**config.mk**
```make
export PLATFORM = sky130hd
export DESIGN_NAME = pwm_deadtime
export DESIGN_NICKNAME = d
export VERILOG_FILES = /design/src/rtl/pwm_deadtime.sv
export SDC_FILE = /design/constraint.sdc
export NUM_CORES = 1
export LEC_CHECK = 0
export CAP_MARGIN = 20
export CORE_ASPECT_RATIO = 0.9
export CORE_MARGIN = 1.5
export CORE_UTILIZATION = 49
export CTS_BUF_LIST = sky130_fd_sc_hd__clkbuf_16
export DETAILED_ROUTE_END_ITERATION = 8
export GPL_TIMING_DRIVEN = 0
export HOLD_SLACK_MARGIN = 0.02
export PLACE_DENSITY = 0.76
export SLEW_MARGIN = 10
export SYNTH_ARGS = -nofsm -noshare
export SYNTH_HDL_FRONTEND = slang
export SYNTH_SLANG_ARGS = --single-unit
```
**constraint.sdc**
```tcl
create_clock -name clk -period 1.9 [get_ports clk]
set_input_delay 0.38 -clock clk [delete_from_list [all_inputs] [get_ports clk]]
set_output_delay 0.38 -clock clk [all_outputs]
set_load 0.02 [all_outputs]
```
**src/rtl/pwm_deadtime.sv**
```systemverilog
`default_nettype none
// ============================================================================
// Module   : pwm_deadtime
// Brief    : Complementary high/low gate driver with break-before-make dead
//            time, short-pulse swallowing and an optional latched fault
//            path compiled in with PWM_DT_FAULT_EN.
// Revision : 1.0 - initial release
// ============================================================================
module pwm_deadtime #(
  parameter int DT_W   = 4,
  parameter int DROP_W = 8
) (
  input  logic              clk,
  input  logic              rst_n,
  input  logic              pwm_in,
  input  logic              enable,
  input  logic [DT_W-1:0]   dt_cycles,
  input  logic              fault_in,
  input  logic              fault_clr,
  output logic              gate_hi,
  output logic              gate_lo,
  output logic              fault_latched,
  output logic [DROP_W-1:0] drop_cnt
);

`ifdef PWM_DT_FAULT_EN
  typedef enum logic [2:0] {
    S_OFF      = 3'd0,
    S_DT_TO_HI = 3'd1,
    S_HI       = 3'd2,
    S_DT_TO_LO = 3'd3,
    S_LO       = 3'd4,
    S_FAULT    = 3'd5
  } state_t;
`else
  typedef enum logic [2:0] {
    S_OFF      = 3'd0,
    S_DT_TO_HI = 3'd1,
    S_HI       = 3'd2,
    S_DT_TO_LO = 3'd3,
    S_LO       = 3'd4
  } state_t;
`endif

  localparam logic [DROP_W-1:0] C_DROP_MAX = '1;

  state_t            state_q, state_d;
  logic [DT_W-1:0]   cnt_q, cnt_d;
  logic [DROP_W-1:0] drop_q, drop_d;
  logic              pwm_q, pwm_d;
  logic              gate_hi_q, gate_hi_d;
  logic              gate_lo_q, gate_lo_d;
  logic              drop_inc;

`ifdef PWM_DT_FAULT_EN
  logic fault_meta_q, fault_meta_d;
  logic fault_s_q, fault_s_d;
  logic fault_latched_q, fault_latched_d;

  // Two-flop synchroniser for the asynchronous fault input
  always_comb begin
    fault_meta_d = fault_in;
    fault_s_d    = fault_meta_q;
  end

  always_ff @(posedge clk or negedge rst_n) begin
    if (!rst_n) begin
      fault_meta_q    <= 1'b0;
      fault_s_q       <= 1'b0;
      fault_latched_q <= 1'b0;
    end else begin
      fault_meta_q    <= fault_meta_d;
      fault_s_q       <= fault_s_d;
      fault_latched_q <= fault_latched_d;
    end
  end

  always_comb begin
    fault_latched_d = (state_d == S_FAULT);
  end

  assign fault_latched = fault_latched_q;
`else
  logic unused_fault;
  assign unused_fault  = fault_in ^ fault_clr;
  assign fault_latched = 1'b0;
`endif

  always_comb begin
    state_d  = state_q;
    cnt_d    = cnt_q;
    drop_d   = drop_q;
    drop_inc = 1'b0;
    pwm_d    = pwm_in;

`ifdef PWM_DT_FAULT_EN
    if (fault_s_q) begin
      state_d = S_FAULT;
      cnt_d   = '0;
    end else if (state_q == S_FAULT) begin
      cnt_d = '0;
      if (fault_clr) state_d = S_OFF;
    end else
`endif
    if (!enable) begin
      state_d = S_OFF;
      cnt_d   = '0;
    end else begin
      case (state_q)
        S_OFF: begin
          state_d = pwm_q ? S_DT_TO_HI : S_DT_TO_LO;
          cnt_d   = dt_cycles;
        end
        S_HI: begin
          if (!pwm_q) begin
            state_d = S_DT_TO_LO;
            cnt_d   = dt_cycles;
          end
        end
        S_LO: begin
          if (pwm_q) begin
            state_d = S_DT_TO_HI;
            cnt_d   = dt_cycles;
          end
        end
        // A revert during dead time beats expiry: the pulse is swallowed
        S_DT_TO_HI: begin
          if (!pwm_q) begin
            state_d  = S_DT_TO_LO;
            cnt_d    = dt_cycles;
            drop_inc = 1'b1;
          end else if (cnt_q == '0) begin
            state_d = S_HI;
          end else begin
            cnt_d = cnt_q - DT_W'(1);
          end
        end
        S_DT_TO_LO: begin
          if (pwm_q) begin
            state_d  = S_DT_TO_HI;
            cnt_d    = dt_cycles;
            drop_inc = 1'b1;
          end else if (cnt_q == '0) begin
            state_d = S_LO;
          end else begin
            cnt_d = cnt_q - DT_W'(1);
          end
        end
        default: begin
          state_d = S_OFF;
          cnt_d   = '0;
        end
      endcase
    end

    if (drop_inc && (drop_q != C_DROP_MAX)) drop_d = drop_q + DROP_W'(1);

    // Gates decode the next state so they switch on the same edge as the FSM
    gate_hi_d = (state_d == S_HI);
    gate_lo_d = (state_d == S_LO);
  end

  always_ff @(posedge clk or negedge rst_n) begin
    if (!rst_n) begin
      state_q   <= S_OFF;
      cnt_q     <= '0;
      drop_q    <= '0;
      pwm_q     <= 1'b0;
      gate_hi_q <= 1'b0;
      gate_lo_q <= 1'b0;
    end else begin
      state_q   <= state_d;
      cnt_q     <= cnt_d;
      drop_q    <= drop_d;
      pwm_q     <= pwm_d;
      gate_hi_q <= gate_hi_d;
      gate_lo_q <= gate_lo_d;
    end
  end

  assign gate_hi  = gate_hi_q;
  assign gate_lo  = gate_lo_q;
  assign drop_cnt = drop_q;

endmodule
`default_nettype wire

```
# Word-level counts from Yosys, hierarchy flattened
# Index checks and enable logic that the tools add are counted.
[totals]
reg_bits = 18
mem_bits_ro = 0
n_memories = 0
latchBits = 0
ram_bits = 0
output_inout_bits = 11
[classes]
shift = 0
multipliers = 0
bitwise = 0
order_cmp = 0
n_eq_ne = 9
reduce_logical = 4
muxes = 20
div = 0
n_addsub = 2
[ops]
columns = ["cell", "n"]
rows = [
  ["$mux 4", 6],
  ["$mux 3", 7],
  ["$pmux 4 s5", 1],
  ["$pmux 3 s5", 1],
  ["$eq 3x2->1 const B", 3],
  ["$add 8x1->8 const B", 1],
  ["$ne 8x8->1 const B", 1],
  ["$eq 3x3->1 const B", 2],
  ["$ne 3x3->1 const B", 2],
  ["$logic_not 4->1", 1],
  ["$sub 4x1->4 const B", 1],
  ["$eq 3x1->1 const B", 1],
  ["$logic_not 3->1", 1],
  ["$mux 1", 3],
  ["$mux 2", 1],
  ["$pmux 1 s2", 1],
  ["$reduce_and 2->1", 1],
  ["$logic_and 1x1->1", 1],
]

# Longest topological paths before layout
[logic_depth]
ltp_word = 6
ltp_mapped = 6

# Least setup slack after synthesis
# No wires, ideal clock.
[synth_path]
path_kind = "flip-flop to flip-flop"
startpoint = "register drop_q[0] (netlist: drop_cnt[0])"
endpoint = "register drop_q[1] (netlist: drop_cnt[1])"
path_slack_ns = 0.394
arrival_ns = 1.379
period_less_slack_ns = 1.506
required_time_ns = 1.772
setup_time_ns = 0.128
stages_incl_launch_ff = 6
path_buffers = 0
path_cell_list = "dfrtp_1 ha_1 nand3_1 nand2b_1 nand2_1 mux2_1"
[synth_via]
elab_chain_len = 2
elab_cells_between_ends = 3
classes_between = "add/sub (1); eq/ne (1); reduce/logical (1)"
[synth_rtl]
columns = ["item", "line", "source"]
rows = [
  ["from (decl)", "49", "logic [DROP_W-1:0] drop_q, drop_d;"],
  ["from (signal assigned)", "174", "drop_q <= drop_d;"],
  ["branches (longest 2 deep; another with $add 8x1->8)", "n/a", ""],
]
# Several ways; the timed one is not identified.
# A chain may end at the register's enable or synchronous reset.

# Worst setup path in the final report
[layout_path]
startpoint = "register drop_q[3] (netlist: drop_cnt[3])"
endpoint = "output drop_cnt[3]"
[layout_rtl]
columns = ["item", "line", "source"]
rows = [
  ["to (decl)", "23", "output logic [DROP_W-1:0] drop_cnt"],
]
# No word-level cell between the ends.

==> flow_summary.ini <==
[synth]
async_reset_ff_share_pct = 100
yosysUniqueCellTypes = 39
syn_nets = 112
netlist_instances = 100
synthFlopType = dfrtp_1
avgSynthCellArea_sq_um = 10.2
syn_area_sq_mm = 0.00102
synth_edf_count = 0
yosysTopAreaCell = dfrtp_1
synth.top_cell.area_share_pct = 44.0
yosys_warnings = 0
synth_area_leaders = dfrtp_1 44%, a221o_1 3.9%, a21oi_1 2.9%, nand2_1 2.6%, xnor2_1 2.6%
yosysSeqAreaShare_pct = 44.0
synth.ff_latch_count = 18

[run]
max_cap_violations = 0

[final_layout]
fin_nets = 134
stdcell_area_sq_mm = 0.00131
fill_cells = 159
most-common-layout-cells = 18 x dfrtp_1, 17 x clkdlybuf4s50_1, 7 x nand2_1
syn2layout_area_growth_pct = 27.6
drive_gt1_share_pct = 12.4
insertedDiodeCount = 0
final_common_cell = dfrtp_1
fin_cells = 146
post-route-util_pct = 67.6

[floorplan]
fp.dieH_microns = 46.4
die_area_sq_mm = 0.00237
initial_core_util_pct = 52.9
die_w_microns = 51.2
ios = 21
num_rows = 15
core_sq_mm = 0.00193

[placed_design]
placed_cells = 142
placed_area_sq_mm = 0.00122
gp_congestion = 0.763
dp_hpwl_microns = 1470
port_buffers = 17

[worst_setup_path]
cp.arrival_ps = 1380
cp_num_buf_inv = 1
required_ps = 1520
crit_path_cell_trace = clkdlybuf4s50_1
slowest_stage = clkdlybuf4s50_1
critPathKind = reg -> out
start_kind = flip-flop
end_kind = output port
critical-path-max-stage-delay_ps = 650
worstPathMaxFanout = 9
critPathTopFamily = buffers and inverters

[clock_network]
cts-buffers-inserted = 3
clock-root-buffer = clkbuf_16
clockBufferDepth = 2
cts_tree = done
insertion_delay_ps = 250
ctsResizeCount = 0
clkSinkCount = 18
clk_pin_slew_ps = 50
cts.hold.buffers_added = 0
htreeDepth = 1
cts_setup_buffers = 0

[drt]
antenna_left = 0
firstDrtPassIters = 4
vias = 829
drt_iter0_drc = 19
avgRoutedWirePerCell_microns = 14.5
route.final.wire_length_microns = 2110
viasPerCell = 5.68
drc = 0

[power_and_ir_drop]
power.density_mw_per_mm2 = 1110
p_leak_nw = 0.560
power_mw = 1.45
peakVddDrop_mv = 0.836

[timing]
setup_violations = 0
finClkSkew_ps = 4.28
max-slew-margin-rel_pct = 45.3
fmax_mhz = 568
worstMarginPinSlew_ps = 818
fin_crit_sh_pct = 92.7
hold_violations = 0
finalSetupTns_ps = 0
maxSlewViolCount = 0
rsz0062_at_grt = false
finalCriticalPeriod_ps = 1760

[global_routing]
grt_overflow = 0
grt_pass1_vias = 752
antenna_found_initial = 0
grt_max_degree = 19
grt_first_pass_wirelength_microns = 3500
grt_usage_pct = 20.6

[run_status]
status = finished, final reports clean

[hold_path]
hold_path.class = reg -> reg
## sequential cells by signal, indices dropped and copies added, names as in the netlist
name and count:
gate_lo 1, pwm_q 1, gate_hi 1, state_q 3, drop_cnt 8, cnt_q 4
## power breakdown
group	internal, mW	leakage [nW]	total (mW)	switching [mW]
Combinational	0.235	0.289	0.479	0.244
Clock	0.280	0.0385	0.419	0.139
Sequential	0.458	0.232	0.552	0.0946
Total	0.972	0.560	1.45	0.478
## stage by stage
| stage | hold slack (ps) | setup WS, ps |
|---|---|---|
| final | 529 | 139 |
| after global routing | 569 | 72.1 |
| after CTS | 537 | 139 |
| after detailed placement | 517 | -89.5 |
| after global placement | 510 | -14.0 |
| after floorplan | 84.4 | 394 |
## cells in the mapped netlist (2+ instances only)
cell,number
a21oi_1,6
a221o_1,4
a31oi_1,4
and3_1,3
buf_4,2
buf_6,2
dfrtp_1,18
ha_1,2
inv_1,4
mux2i_1,2
nand2_1,7
nand3_1,4
nor2_1,4
nor2b_1,4
nor3_1,3
nor3b_1,3
o21ai_1,4
xnor2_1,3
## layout make-up
| cell class | instances | area, sq um | area share [%] |
|---|---|---|---|
| multi-input combinational | 74 | 523 | 40.0 |
| sequential | 18 | 450 | 34.5 |
| timing repair buffer | 17 | 170 | 13.0 |
| clock buffer | 3 | 75.1 | 5.75 |
| buffer | 4 | 37.5 | 2.87 |
| tap | 25 | 31.3 | 2.39 |
| inverter | 4 | 15.0 | 1.15 |
| clock inverter | 1 | 3.75 | 0.287 |
## final timing paths
check,from,endpoint,slack [ps],cells after the start
max reg2reg,cnt_q[0],cnt_q[0],320,6
max in group asynchronous,rst_n,cnt_q[2],790,1
min reg2reg,drop_cnt[0],drop_cnt[0],530,1
min,drop_cnt[0],drop_cnt[0],530,1
min in group asynchronous,rst_n,cnt_q[1],610,1
max,drop_cnt[3],drop_cnt[3],140,1
## cell families after synthesis
logic type,count (synthesis),share of synthesized area [%]
buffers and inverters,8,5.13
DFF,18,44.0
AOI/OAI and AO/OA,24,16.7
other,1,0.366
xor gates and xnor gates,4,4.16
and+or+nand+nor,40,24.1
adders and majority gates,2,2.44
muxes,3,3.06
## per-layer routing
metal  wire length, microns  GRT usage (%)
met1                    936           25.9
met2                   1020           34.3
met3                    118           6.17
met4                     31           6.49
met5                      0              0
## worst register-to-register path, stage by stage, from the launching register on
cell	delay (ps)
dfrtp_1	400
inv_1	70
ha_1	170
nor3b_2	400
inv_1	110
o21ai_1	190
a221o_1	180
(Power assumes the default switching activity.)
